## src/rtl/stepper_pkg.sv

```systemverilog
// Shared constants and state encoding for the stepper step generator.
package stepper_pkg;

  localparam int DEF_PERIOD_W = 32;
  localparam int DEF_COUNT_W  = 16;
  localparam int MIN_PERIOD   = 2;

  typedef logic [1:0] state_t;

  localparam state_t ST_IDLE   = 2'd0;
  localparam state_t ST_ACCEL  = 2'd1;
  localparam state_t ST_CRUISE = 2'd2;
  localparam state_t ST_DECEL  = 2'd3;

endpackage

```

## src/rtl/stepper_step_generator_if.sv

```systemverilog
// Move-command / step-output bundle between the host register block and the step generator.
interface stepper_step_generator_if #(
  parameter int PERIOD_W = stepper_pkg::DEF_PERIOD_W,
  parameter int COUNT_W  = stepper_pkg::DEF_COUNT_W
);
  import stepper_pkg::*;

  logic                cmd_valid;
  logic                cmd_ready;
  logic [COUNT_W-1:0]  cmd_steps;
  logic                cmd_dir;
  logic [PERIOD_W-1:0] cmd_period;
  logic                abort;
  logic                step_pulse;
  logic                step_dir;
  logic                busy;
  logic                done;
  logic [COUNT_W-1:0]  steps_remaining;

  modport master (
    output cmd_valid, cmd_steps, cmd_dir, cmd_period, abort,
    input  cmd_ready, step_pulse, step_dir, busy, done, steps_remaining
  );

  modport slave (
    input  cmd_valid, cmd_steps, cmd_dir, cmd_period, abort,
    output cmd_ready, step_pulse, step_dir, busy, done, steps_remaining
  );

endinterface

```

## src/rtl/stepper_period_timer.sv

```systemverilog
// Loadable interval down-counter; expire is high in the single cycle where the count is 1, so an owner
// that reloads on that edge sees intervals of exactly `period` cycles. Zero-latency load, no backpressure.
module stepper_period_timer
  import stepper_pkg::*;
#(
  parameter int PERIOD_W = DEF_PERIOD_W
) (
  input  logic                clock_clk,
  input  logic                reset_low,
  input  logic                load,
  input  logic [PERIOD_W-1:0] period,
  input  logic                clear,
  output logic                expire
);

  logic [PERIOD_W-1:0] r_cnt;

  always_ff @(posedge clock_clk or negedge reset_low) begin
    if (!reset_low) begin
      r_cnt <= '0;
    end else if (clear) begin
      r_cnt <= '0;
    end else if (load) begin
      r_cnt <= period;
    end else if (r_cnt != '0) begin
      r_cnt <= r_cnt - PERIOD_W'(1);
    end
  end

  assign expire = (r_cnt == PERIOD_W'(1));

endmodule

```

## src/rtl/stepper_step_generator.sv

```systemverilog
// Trapezoidal step generator: first step cur_period cycles after accept, registered one-cycle step/done strobes.
// Commands are only taken in IDLE (cmd_ready); abort ends a move on the next edge.
module stepper_step_generator
  import stepper_pkg::*;
#(
  parameter int PERIOD_W     = DEF_PERIOD_W,
  parameter int COUNT_W      = DEF_COUNT_W,
  parameter int START_PERIOD = 1_000_000,
  parameter int RAMP_STEP    = 10_000
) (
  input  logic                    clock_clk,
  input  logic                    reset_low,
  stepper_step_generator_if.slave bus
);

  localparam logic [PERIOD_W-1:0] START_P = PERIOD_W'(START_PERIOD);
  localparam logic [PERIOD_W-1:0] RAMP_P  = PERIOD_W'(RAMP_STEP);
  localparam logic [PERIOD_W-1:0] MIN_P   = PERIOD_W'(MIN_PERIOD);
  localparam logic [PERIOD_W:0]   START_X = {1'b0, START_P};
  localparam logic [PERIOD_W:0]   RAMP_X  = {1'b0, RAMP_P};

  state_t              r_state;
  state_t              w_state_n;
  logic                r_dir;
  logic                r_pulse;
  logic                r_done;
  logic                r_last;
  logic                r_zero_pend;
  logic [COUNT_W-1:0]  r_rem;
  logic [COUNT_W-1:0]  r_ramp;
  logic [COUNT_W-1:0]  w_ramp_n;
  logic [COUNT_W-1:0]  w_rem_n;
  logic [COUNT_W-1:0]  w_ramp_dec;
  logic [PERIOD_W-1:0] r_cur;
  logic [PERIOD_W-1:0] r_target;
  logic [PERIOD_W-1:0] w_cur_n;
  logic [PERIOD_W-1:0] w_target_in;
  logic [PERIOD_W-1:0] w_acc_p;
  logic [PERIOD_W-1:0] w_dec_p;
  logic [PERIOD_W:0]   w_sum;
  logic                w_moving;
  logic                w_accept;
  logic                w_zero_cmd;
  logic                w_abort;
  logic                w_step;
  logic                w_expire;
  logic                w_load;
  logic                w_clear;
  logic                w_enter_decel;

  assign w_moving    = (r_state != ST_IDLE);
  assign w_accept    = bus.cmd_valid && !w_moving;
  assign w_zero_cmd  = (bus.cmd_steps == '0);
  assign w_target_in = (bus.cmd_period < MIN_P) ? MIN_P : bus.cmd_period;

  // r_last marks the cycle after the final step; the move is already complete there.
  assign w_abort = w_moving && !r_last && bus.abort;
  assign w_step  = w_moving && !r_last && !bus.abort && w_expire;
  assign w_rem_n = r_rem - COUNT_W'(1);

  // Saturating ramp arithmetic evaluated one bit wider than the period.
  assign w_sum      = {1'b0, r_cur} + RAMP_X;
  assign w_dec_p    = (w_sum > START_X) ? START_P : w_sum[PERIOD_W-1:0];
  assign w_acc_p    = ({1'b0, r_cur} >= RAMP_X + {1'b0, r_target}) ? (r_cur - RAMP_P) : r_target;
  assign w_ramp_dec = (r_ramp == '0) ? '0 : (r_ramp - COUNT_W'(1));

  assign w_enter_decel = (r_state == ST_DECEL) || (w_rem_n <= r_ramp);

  always_comb begin
    w_state_n = r_state;
    w_cur_n   = r_cur;
    w_ramp_n  = r_ramp;
    w_load    = 1'b0;
    w_clear   = 1'b0;
    if (w_accept && !w_zero_cmd) begin
      w_ramp_n = '0;
      w_load   = 1'b1;
      if ({1'b0, w_target_in} >= START_X) begin
        w_cur_n   = w_target_in;
        w_state_n = ST_CRUISE;
      end else begin
        w_cur_n   = START_P;
        w_state_n = ST_ACCEL;
      end
    end else if (r_last || w_abort) begin
      w_state_n = ST_IDLE;
      w_clear   = 1'b1;
    end else if (w_step) begin
      if (w_rem_n == '0) begin
        // Stay busy one more cycle so busy falls on the edge after done.
        w_clear = 1'b1;
      end else begin
        w_load = 1'b1;
        if (w_enter_decel) begin
          w_state_n = ST_DECEL;
          w_cur_n   = w_dec_p;
          w_ramp_n  = w_ramp_dec;
        end else if (r_state == ST_ACCEL) begin
          w_cur_n  = w_acc_p;
          w_ramp_n = r_ramp + COUNT_W'(1);
          if (w_acc_p == r_target) begin
            w_state_n = ST_CRUISE;
          end
        end
      end
    end
  end

  always_ff @(posedge clock_clk or negedge reset_low) begin
    if (!reset_low) begin
      r_state     <= ST_IDLE;
      r_dir       <= 1'b0;
      r_pulse     <= 1'b0;
      r_done      <= 1'b0;
      r_last      <= 1'b0;
      r_zero_pend <= 1'b0;
      r_rem       <= '0;
      r_ramp      <= '0;
      r_cur       <= '0;
      r_target    <= '0;
    end else begin
      r_state     <= w_state_n;
      r_cur       <= w_cur_n;
      r_ramp      <= w_ramp_n;
      r_pulse     <= w_step;
      r_last      <= w_step && (w_rem_n == '0);
      r_done      <= (w_step && (w_rem_n == '0)) || w_abort || r_zero_pend;
      r_zero_pend <= w_accept && w_zero_cmd;
      if (w_accept) begin
        r_dir    <= bus.cmd_dir;
        r_rem    <= bus.cmd_steps;
        r_target <= w_target_in;
      end else if (w_step) begin
        r_rem <= w_rem_n;
      end
    end
  end

  stepper_period_timer #(
    .PERIOD_W (PERIOD_W)
  ) u_timer (
    .clock_clk (clock_clk),
    .reset_low (reset_low),
    .load      (w_load),
    .period    (w_cur_n),
    .clear     (w_clear),
    .expire    (w_expire)
  );

  assign bus.cmd_ready       = !w_moving;
  assign bus.busy            = w_moving;
  assign bus.step_pulse      = r_pulse;
  assign bus.done            = r_done;
  assign bus.step_dir        = r_dir;
  assign bus.steps_remaining = r_rem;

endmodule

```

## src/flat_wrapper.sv

```systemverilog
// flat-port wrapper written by rule: the top's interface ports become plain ports
module stepper_step_generator_flat import stepper_pkg::*;
#(
  parameter int PERIOD_W     = DEF_PERIOD_W,
  parameter int COUNT_W      = DEF_COUNT_W,
  parameter int START_PERIOD = 1_000_000,
  parameter int RAMP_STEP    = 10_000
)
  (clock_clk, reset_low, bus_cmd_valid, bus_cmd_steps, bus_cmd_dir, bus_cmd_period, bus_abort, bus_cmd_ready, bus_step_pulse, bus_step_dir, bus_busy, bus_done, bus_steps_remaining);
  stepper_step_generator_if #(.PERIOD_W(PERIOD_W), .COUNT_W(COUNT_W)) bus_i ();
  input  logic clock_clk;
  input  logic reset_low;
  input wire logic [$bits(bus_i.cmd_valid)-1:0] bus_cmd_valid;
  input wire logic [$bits(bus_i.cmd_steps)-1:0] bus_cmd_steps;
  input wire logic [$bits(bus_i.cmd_dir)-1:0] bus_cmd_dir;
  input wire logic [$bits(bus_i.cmd_period)-1:0] bus_cmd_period;
  input wire logic [$bits(bus_i.abort)-1:0] bus_abort;
  output wire logic [$bits(bus_i.cmd_ready)-1:0] bus_cmd_ready;
  output wire logic [$bits(bus_i.step_pulse)-1:0] bus_step_pulse;
  output wire logic [$bits(bus_i.step_dir)-1:0] bus_step_dir;
  output wire logic [$bits(bus_i.busy)-1:0] bus_busy;
  output wire logic [$bits(bus_i.done)-1:0] bus_done;
  output wire logic [$bits(bus_i.steps_remaining)-1:0] bus_steps_remaining;
  assign bus_i.cmd_valid = bus_cmd_valid;
  assign bus_i.cmd_steps = bus_cmd_steps;
  assign bus_i.cmd_dir = bus_cmd_dir;
  assign bus_i.cmd_period = bus_cmd_period;
  assign bus_i.abort = bus_abort;
  assign bus_cmd_ready = bus_i.cmd_ready;
  assign bus_step_pulse = bus_i.step_pulse;
  assign bus_step_dir = bus_i.step_dir;
  assign bus_busy = bus_i.busy;
  assign bus_done = bus_i.done;
  assign bus_steps_remaining = bus_i.steps_remaining;
  stepper_step_generator #(.PERIOD_W(PERIOD_W), .COUNT_W(COUNT_W), .START_PERIOD(START_PERIOD), .RAMP_STEP(RAMP_STEP)) u_core (.clock_clk(clock_clk), .reset_low(reset_low), .bus(bus_i));
endmodule
```

## config.mk

```make
export PLATFORM = sky130hd
export DESIGN_NAME = stepper_step_generator_flat
export DESIGN_NICKNAME = d
export VERILOG_FILES = /design/src/rtl/stepper_pkg.sv /design/src/rtl/stepper_step_generator_if.sv /design/src/rtl/stepper_period_timer.sv /design/src/rtl/stepper_step_generator.sv /design/src/flat_wrapper.sv
export SDC_FILE = /design/constraint.sdc
export NUM_CORES = 1
export LEC_CHECK = 0
export ABC_AREA = 1
export CAP_MARGIN = 5
export CORE_ASPECT_RATIO = 1.4
export CORE_MARGIN = 10
export CORE_UTILIZATION = 31
export CTS_BUF_LIST = sky130_fd_sc_hd__clkbuf_16
export DETAILED_ROUTE_END_ITERATION = 8
export GPL_TIMING_DRIVEN = 0
export SLEW_MARGIN = 20
export SYNTH_ARGS = -nofsm -noshare
export SYNTH_HDL_FRONTEND = slang
export SYNTH_HIERARCHICAL = 1
export SYNTH_SLANG_ARGS = --single-unit
```

## constraint.sdc

```tcl
create_clock -name clock_clk -period 10.4 [get_ports clock_clk]
set_clock_uncertainty 0.2 [all_clocks]
set_input_delay 1.56 -clock clock_clk [delete_from_list [all_inputs] [get_ports clock_clk]]
set_output_delay 1.56 -clock clock_clk [all_outputs]
set_load 0.05 [all_outputs]
```

==> results of run 1 <==
## flip-flops by register name, summed over array words and instances, names as in the netlist, 2 cells and up
| register | flops |
|---|---|
| u_core/u_timer/r_cnt | 32 |
| u_core/bus.steps_remaining | 16 |
| u_core/r_target | 32 |
| u_core/r_state | 2 |
| u_core/r_ramp | 16 |
| u_core/r_cur | 32 |
## Yosys cell counts (7+ instances only)
cell type and count:
nor2_4 7, nor2_2 13, inv_1 251, a21oi_1 64
nand3_1 151, xor2_1 77, clkbuf_1 33, nand2_2 14
nand4_1 54, buf_4 7, nor3_1 28, dfrtp_1 135
o221ai_1 9, o21ai_1 14, o22ai_1 30, o21ai_0 167
buf_2 24, clkinv_1 8, inv_2 19, nand3_2 20
nand2_1 522, or2_2 16, nor4_1 16, buf_6 12
o211ai_1 20, ha_1 59, nor2_1 229
## logic make-up (layout without fill, tap and decap cells)
logic type,count (synthesis),count (layout),synth area share (%)
and+or+nand+nor,1095,1095,37.1
xor gates and xnor gates,85,85,5.70
adders and majority gates,59,59,5.54
buffers and inverters,357,463,11.2
DFF,135,135,25.3
AOI/OAI and AO/OA,340,340,15.1
## layout make-up
type,count,area (sq um),share of cell area [%]
Buffer,79,443,2.89
Multi-Input combinational cell,1579,8460,55.2
Inverter,278,1040,6.80
Clock buffer,17,425,2.77
Sequential cell,135,3380,22.0
Tap cell,546,683,4.45
Clock inverter,15,144,0.938
Timing Repair Buffer,74,763,4.97
## routing by layer
metal	vias up	part of all wire, %
met5	-	0
met4	0	3.9
met3	104	5.3
met2	530	51
met1	6784	40
li1	6968	-
## through the flow
stage	util, %	cell area, sq um	hold slack, ps	cells	power [uW]
4_1_cts	36.3	15300	258	2723	5650
3_3_place_gp	34.8	14700	239	2690	4980
3_5_place_dp	34.9	14800	243	2691	5020
6_report	36.3	15300	258	2723	5710
5_1_grt	36.3	15300	277	2723	6180
2_1_floorplan	-	13300	217	2071	3740
## power groups by stage
stage / logic (uW) / clock network, uW / registers, uW
6_report: 4010 / 611 / 1100
5_1_grt: 4420 / 641 / 1120
4_1_cts: 3950 / 621 / 1080
3_5_place_dp: 3930 / 0 / 1090
3_3_place_gp: 3900 / 0 / 1090
2_1_floorplan: 2640 / 0 / 1090
## worst register-to-register path: cells and delay by family (launching register included)
kind / cells / cell delay [ps]
and+or+nand+nor: 16 / 2880
AOI/OAI and AO/OA: 7 / 1170
buffers and inverters: 5 / 920
DFF: 1 / 440
adders and majority gates: 1 / 290
xor gates and xnor gates: 1 / 180
## how the worst max path moves through the flow
stage,to,slack [ps],cells past startpoint
2_1_floorplan,u_core/u_timer/r_cnt[20],5930,30
3_3_place_gp,u_core/r_cur[10],1520,1
3_5_place_dp,u_core/u_timer/r_cnt[21],4360,30
4_1_cts,u_core/u_timer/r_cnt[20],4340,30
5_1_grt,u_core/u_timer/r_cnt[21],3780,30
6_report,u_core/u_timer/r_cnt[20],4210,30
==> impl_metrics.csv, run 1 <==
group,metric,value,unit
route,drtAntennaViolNets,0,
cts,clk_pin_slew,70,ps
place,gp_congestion,1.01,
cells_and_area,final_cell_mix,"522 x nand2_1, 251 x inv_1, 229 x nor2_1",
cells_and_area,fin_nets,2276,
job,max-cap-violations,0,
setup_path,cp-start-kind,"flip-flop",
route,drc,0,
die,start_util,31.5,%
sta,hold_viol,0,
place,portBuffers,73,
hold_path,min_to,"u_core/bus.done",
route,viasPerCell,5.28,
route,drt_pre_antenna_iters,5,
cts,cts_hold_buf,0,
synth,yosys-top-cells-area,"dfrtp_1 25%, nand2_1 15%, inv_1 7.1%, nor2_1 6.5%, o21ai_0 6.3%",
hold_path,hp-start,"u_core/r_zero_pend",
global_routing,grt_busiest_layer,"met2",
global_routing,use_met1,23.7,%
global_routing,antenna_found_initial,0,
sta,finalSetupViolations,0,
setup_path,cp_data_arrival_time,6330,ps
setup_path,worst-path-buf-inv,5,
global_routing,grt_overflow,0,
setup_path,critPathCaptureType,"flip-flop",
synth,yosysWarnings,6,
die,rows,89,
route,wire_per_inst,19.8,microns
global_routing,grt_max_degree,88,
power,combinationalPowerShare,70.1,%
power,leakagePower,0.00729,uW
synth,synth-edff-count,0,
sta,fin_ws,4210,ps
die,die_area,51800,sq um
cts,clock-sinks,135,
setup_path,reg2reg_depth,30,
cts,cts.path.max_buffers,2,
cts,htreeDepth,4,
cells_and_area,n_fill_cell,4585,
global_routing,grt_pass1_wl,81.8,mm
cells_and_area,diodes,0,
sta,setup-tns-final,0,ps
die,die_h,265,microns
setup_path,timing.rr.start,"u_core/r_target[6]",
synth,synth_fp_nets,2183,
route,drt-total-wl,53.8,mm
synth,synth_flop_cell,"dfrtp_1",
route,drt_iter0_drc,1478,
power,switchingPower,3370,uW
setup_path,worstSetupStartpoint,"u_core/r_target[6]",
cts,post_cts_buffers,0,
die,core,42300,sq um
place,dp_hpwl,43.3,mm
sta,max_clock_freq,0.162,GHz
setup_path,r2r_end,"u_core/u_timer/r_cnt[20]",
sta,worst_slew_pin_slew,852,ps
setup_path,cpPeakStageDelay,450,ps
sta,rsz0062_at_grt,"false",
global_routing,met2_usage,36.0,%
synth,synth.largest_area_cell,"dfrtp_1",
power,power_density,372,nW/um^2
synth,seq_area_frac_synth,25.3,%
power,netSwitchingFraction,59.0,%
cts,cts-resized-gates,0,
sta,final.period_utilization,59.5,%
cts,clock_latency,450,ps
outcome,outcome,"complete, no violations",
route,dr_total_vias,14386,
cts,cts_buffers,17,
cells_and_area,final_common_cell,"nand2_1",
power,pwr-share-seq,19.2,%
power,internal-power,2350,uW
setup_path,critical_path_required,10540,ps
power,clockPowerShare,10.7,%
synth,synthArstFlopShare,100,%
hold_path,min_path_type,"flip-flop to flip-flop",
setup_path,worstPathMaxFanout,10,
global_routing,grt_pass1_vias,13938,
die,ioPinCount,74,
synth,syn-cell-area,13300,sq um
setup_path,slowest_stage,"clkbuf_1",
setup_path,cpLargestDelayFamily,"simple AND/OR/NAND/NOR gates",
synth,yosys.area.top_type_share,25.3,%
global_routing,grt_util_met3,2.24,%
power,peakVddDrop,0.000164,V
synth,synthCells,2071,
synth,ys_ff_latch,135,
cells_and_area,area_growth,15.1,%
place,post-place-ws,4360,ps
hold_path,holdPathStages,1,
setup_path,crit_type,"flip-flop to flip-flop",
synth,synth_cell_types,61,
cts,cts_tree,"built",
sta,maxSlewViolCount,0,
synth,syn_avg_cell_area,6.43,sq um
cts,root_buffer,"clkbuf_16",
die,fp.dieW,195,microns
sta,relSlewSlack,43.2,%
setup_path,r2r_slack,4210,ps
cells_and_area,drive_gt1_share,9.23,%
global_routing,grtUsageTotal,20.1,%
sta,fin_crit,6190,ps
Power figures use the tool's default switching activity.
==> inputs of run 2 (changes only) <==
==> constraint.sdc (replaced) <==
create_clock -name clock_clk -period 5.37 [get_ports clock_clk]
set_clock_uncertainty 0.2 [all_clocks]
set_input_delay 0.8055 -clock clock_clk [delete_from_list [all_inputs] [get_ports clock_clk]]
set_output_delay 0.8055 -clock clock_clk [all_outputs]
set_load 0.05 [all_outputs]
==> impl_metrics.csv, run 2 (same netlist as run 1, synthesis figures left out) <==
group,metric,value,unit
power,peakVddDrop,0.000317,V
sta,maxSlewViolCount,0,
place,gp_congestion,1.01,
sta,finalSetupViolations,0,
route,dr_total_vias,14544,
die,die_h,265,microns
setup_path,critical_path_required,5510,ps
die,ioPinCount,74,
outcome,outcome,"complete, no violations",
cells_and_area,reg_top3,"u_core/r_cur (32), u_core/r_target (32), u_core/u_timer/r_cnt (32)",
cells_and_area,multiInputGateArea,8570,sq um
setup_path,reg2reg_depth,28,
route,wire_per_inst,19.7,microns
hold_path,min_path_type,"primary input to async pin",
place,post-place-ws,-668,ps
cts,clock-sinks,135,
die,core,42300,sq um
place,dp_hpwl,43.3,mm
cells_and_area,diodes,0,
cells_and_area,area_growth,16.4,%
cts,clock_latency,460,ps
global_routing,grt_overflow,0,
sta,setup-tns-final,0,ps
setup_path,worstPathMaxFanout,13,
job,max-cap-violations,0,
route,drtAntennaViolNets,0,
setup_path,critPathCaptureType,"flip-flop",
place,portBuffers,73,
setup_path,crit_type,"flip-flop to flip-flop",
cts,htreeDepth,4,
sta,worst_slew_pin_slew,826,ps
die,rows,89,
cts,clk_pin_slew,70,ps
cts,cts_buffers,17,
cells_and_area,final_cell_mix,"520 x nand2_1, 251 x inv_1, 228 x nor2_1",
setup_path,r2r_slack,250,ps
sta,hold_ws,73.1,ps
setup_path,worst-path-buf-inv,4,
setup_path,cpMostUsedCell,"nand3_1",
cts,cts_hold_buf,0,
route,drt_iter0_drc,1268,
cells_and_area,drive_gt1_share,10.1,%
setup_path,cp-start-kind,"flip-flop",
cts,cts.path.max_buffers,2,
global_routing,grtUsageTotal,20.1,%
cells_and_area,final_common_cell,"nand2_1",
setup_path,slowest_stage,"dfrtp_1",
setup_path,cp_num_cells,28,
route,drt_pre_antenna_iters,6,
sta,fin_crit,5120,ps
route,viasPerCell,5.33,
cells_and_area,ff_latch_area,3380,sq um
cts,cts_tree,"built",
sta,final.period_utilization,95.4,%
route,drc,0,
sta,fin_ws,246,ps
setup_path,worstSetupStartpoint,"u_core/r_target[4]",
die,fp.dieW,195,microns
global_routing,grt_pass1_vias,13950,
die,die_area,51800,sq um
global_routing,antenna_found_initial,1,
sta,relSlewSlack,44.5,%
place,place_area,14800,sq um
die,start_util,31.5,%
cts,root_buffer,"clkbuf_16",
setup_path,r2r_end,"u_core/u_timer/r_cnt[12]",
setup_path,timing.rr.start,"u_core/r_target[4]",
global_routing,grt_pass1_wl,81.8,mm
cells_and_area,n_fill_cell,4566,
setup_path,cpPeakStageDelay,420,ps
cells_and_area,stdcell_area,15500,sq um
global_routing,grt_max_degree,88,
sta,max_clock_freq,0.195,GHz
power,power_density,725,nW/um^2
setup_path,cpLargestDelayFamily,"simple AND/OR/NAND/NOR gates",
route,drt-total-wl,53.9,mm
setup_path,cp-endpoint,"u_core/u_timer/r_cnt[12]",
power,leakagePower,0.00738,uW
setup_path,cp_data_arrival_time,5260,ps
cells_and_area,fin_nets,2281,
sta,hold_viol,0,
==> run 2: cell types whose count changed in the layout (fill, tap and decap cells not counted), moves of 2 or more <==
cell      delta
buf_4        +8
nor3_2       +2
nor3_1       -4
nand2_1      -2
o21ai_0      -3
nor3_4       +2
buf_6        +2
clkbuf_1     -2
buf_2        -4
a21oi_1      -3
o21ai_1      +3
a21oi_2      +2
==> run 2: final cells by class <==
cell class | count | share of cell area [%]
clock inverters | 15 | 0.928
flip-flops and latches | 135 | 21.8
plain buffers | 78 | 2.95
inverters | 278 | 6.73
repair buffers | 80 | 5.21
multi-input cells | 1579 | 55.2
well taps | 546 | 4.41
clock buffers | 17 | 2.74
==> run 2: worst min path at each step <==
stage,from,endpoint,slack (ps),cells past startpoint
floorplan,u_core/r_zero_pend,u_core/bus.done,220,1
global placement,u_core/r_zero_pend,u_core/bus.done,240,1
detailed placement,u_core/r_zero_pend,u_core/bus.done,240,1
CTS,reset_low,u_core/bus.steps_remaining[1],70,1
global route,reset_low,u_core/r_ramp[0],90,1
finish,reset_low,u_core/bus.steps_remaining[1],70,1
==> run 2: per-layer routing <==
layer	track usage [%]	wire length, microns	vias up
met4	8.60	2250	2
met5	0	13	-
met3	2.27	3080	115
met1	23.7	21400	6838
met2	36.0	27100	604
li1	-	-	6985
==> run 2: where the power goes <==
part	switching, uW	internal, uW
Clock	536	647
Sequential	644	1480
Combinational	5430	2510
Total	6610	4630
==> run 2: metrics by stage <==
| step | cells | util, % | total power [uW] |
|---|---|---|---|
| floorplan | 2071 | - | 7240 |
| global placement | 2690 | 34.8 | 9650 |
| detailed placement | 2691 | 34.9 | 9710 |
| CTS | 2722 | 36.3 | 11000 |
| global route | 2728 | 36.6 | 12100 |
| finish | 2728 | 36.6 | 11200 |
==> run 2: what timing repair did <==
| action | in CTS | in global routing |
|---|---|---|
| setup endpoints to repair | 58 | 42 |
| setup buffers | 0 | 6 |
| gates resized for setup | 9 | 31 |
| pin swaps | 0 | 2 |
==> inputs of run 3 (changes only) <==
--- a/config.mk
+++ b/config.mk
@@ -13,7 +13,7 @@
 export CTS_BUF_LIST = sky130_fd_sc_hd__clkbuf_16
 export DETAILED_ROUTE_END_ITERATION = 8
 export GPL_TIMING_DRIVEN = 0
-export SLEW_MARGIN = 20
+export REMOVE_ABC_BUFFERS = 1
 export SYNTH_ARGS = -nofsm -noshare
 export SYNTH_HDL_FRONTEND = slang
 export SYNTH_HIERARCHICAL = 1
==> constraint.sdc (replaced) <==
create_clock -name clock_clk -period 5.37 [get_ports clock_clk]
set_clock_uncertainty 0.2 [all_clocks]
set_input_delay 0.537 -clock clock_clk [delete_from_list [all_inputs] [get_ports clock_clk]]
set_output_delay 0.537 -clock clock_clk [all_outputs]
set_load 0.05 [all_outputs]
==> impl_metrics.csv, run 3 (same netlist as run 1, synthesis figures left out) <==
group,metric,value,unit
outcome,outcome,"complete, no violations",
power,leakagePower,0.00726,uW
cts,cts.path.max_buffers,2,
power,power_density,716,nW/um^2
global_routing,grt_pass1_wl,76.2,mm
cells_and_area,drive_gt1_share,10.3,%
cts,htreeDepth,4,
die,start_util,31.5,%
cts,root_buffer,"clkbuf_16",
cts,clock_latency,460,ps
sta,final.period_utilization,95.4,%
cells_and_area,stdcell_area,15400,sq um
die,die_area,51800,sq um
route,drt-total-wl,49.9,mm
setup_path,critical_path_required,5500,ps
job,max-cap-violations,0,
cells_and_area,final_cell_mix,"514 x nand2_1, 247 x inv_1, 224 x nor2_1",
sta,finalSetupViolations,0,
setup_path,critPathCaptureType,"flip-flop",
sta,fin_crit,5120,ps
global_routing,grt_max_degree,85,
global_routing,grtUsageTotal,18.4,%
setup_path,worstPathMaxFanout,6,
sta,relSlewSlack,20.3,%
place,place_area,14400,sq um
cells_and_area,diodes,0,
cells_and_area,n_fill_cell,4523,
setup_path,crit_type,"flip-flop to flip-flop",
place,gp_congestion,0.990,
setup_path,worstSetupStartpoint,"u_core/r_target[4]",
die,die_h,265,microns
route,drtAntennaViolNets,0,
cts,cts_buffers,17,
die,core,42300,sq um
cells_and_area,area_growth,15.8,%
sta,hold_viol,0,
cts,clock-sinks,135,
power,power.total,11000,uW
setup_path,cp-endpoint,"u_core/u_timer/r_cnt[12]",
sta,worst_slew_pin_slew,1190,ps
sta,rsz0062_at_grt,"true",
place,portBuffers,73,
global_routing,grt_overflow,0,
hold_path,hp-start,"u_core/bus.step_dir",
route,dr_total_vias,14257,
hold_path,min_path_type,"flip-flop to flip-flop",
die,ioPinCount,74,
cells_and_area,final_common_cell,"nand2_1",
route,wire_per_inst,18.7,microns
route,drt_pre_antenna_iters,6,
setup_path,slowest_stage,"dfrtp_1",
setup_path,timing.rr.start,"u_core/r_target[4]",
global_routing,antenna_found_initial,0,
setup_path,cp-start-kind,"flip-flop",
setup_path,cpPeakStageDelay,400,ps
cells_and_area,fin_nets,2224,
power,peakVddDrop,0.000395,V
setup_path,r2r_slack,250,ps
cts,cts_tree,"built",
setup_path,r2r_end,"u_core/u_timer/r_cnt[12]",
setup_path,reg2reg_depth,30,
cts,clk_pin_slew,60,ps
route,drt_iter0_drc,1025,
sta,max_clock_freq,0.195,GHz
die,rows,89,
sta,maxSlewViolCount,0,
setup_path,cp_data_arrival_time,5250,ps
cells_and_area,reg_top3,"u_core/r_cur (32), u_core/r_target (32), u_core/u_timer/r_cnt (32)",
route,drc,0,
route,viasPerCell,5.34,
die,fp.dieW,195,microns
hold_path,holdPathStages,2,
global_routing,grt_pass1_vias,13980,
place,dp_hpwl,36.5,mm
==> run 3: worst min-delay path by stage <==
stage / end / slack (ps)
3_5_place_dp: u_core/bus.step_dir / 280
6_report: u_core/bus.step_dir / 290
5_1_grt: u_core/bus.done / 310
2_1_floorplan: u_core/bus.done / 40
4_1_cts: u_core/bus.step_dir / 300
3_3_place_gp: u_core/bus.step_dir / 260
==> run 3: final cells by class <==
cell class | instances | area [sq um] | share of cell area, %
well taps | 546 | 683 | 4.43
flip-flops and latches | 135 | 3380 | 21.9
inverters | 278 | 1060 | 6.89
repair buffers | 95 | 966 | 6.26
multi-input cells | 1584 | 8760 | 56.7
clock buffers | 17 | 425 | 2.76
repair inverters | 1 | 5.00 | 0.0324
clock inverters | 14 | 158 | 1.02
==> run 3: repair_timing <==
| item | 4_1_cts | 5_1_grt |
|---|---|---|
| cloned | 4 | 2 |
| pin swaps | 3 | 15 |
| endpoints found under the hold margin | 51 | 0 |
| resized for setup | 28 | 38 |
| setup endpoints to repair | 66 | 51 |
| setup buffers | 6 | 12 |
| hold buffers | 1 | 0 |
==> run 3: per-stage QoR <==
stage                     hold slack, ps  util [%]  TNS [ps]  worst slack [ps]  cells
after floorplan                     41.4         -    -24480              -927   1992
after global placement               262      33.8   -580250             -4270   2611
after detailed placement             283      34.0    -93750             -2270   2614
after CTS                            299      35.9         0              4.42   2656
after global routing                 315      36.5     -12.0             -12.0   2670
final                                291      36.5         0               248   2670
==> run 3: power by group <==
group          leakage (uW)  switching, uW  internal (uW)
sequential          0.00168            822           1480
clock              0.000288            514            723
combinational       0.00529           5070           2440
==> run 3: routing by layer <==
layer | GRT usage (%) | vias to the layer above | wire [microns]
met1 | 19.3 | 6702 | 18800
met4 | 11.5 | 0 | 3280
met2 | 33.3 | 524 | 25300
met5 | 0 | - | 0
met3 | 3.21 | 158 | 2540
li1 | - | 6873 | -
==> run 3: critical path, delay by kind of cell (launching register included) <==
| family | cells | cell delay (ps) |
|---|---|---|
| flops | 1 | 400 |
| simple gates | 17 | 2550 |
| xor+xnor | 1 | 160 |
| buf+inv | 5 | 590 |
| fa+ha+maj | 1 | 270 |
| compound gates | 6 | 810 |
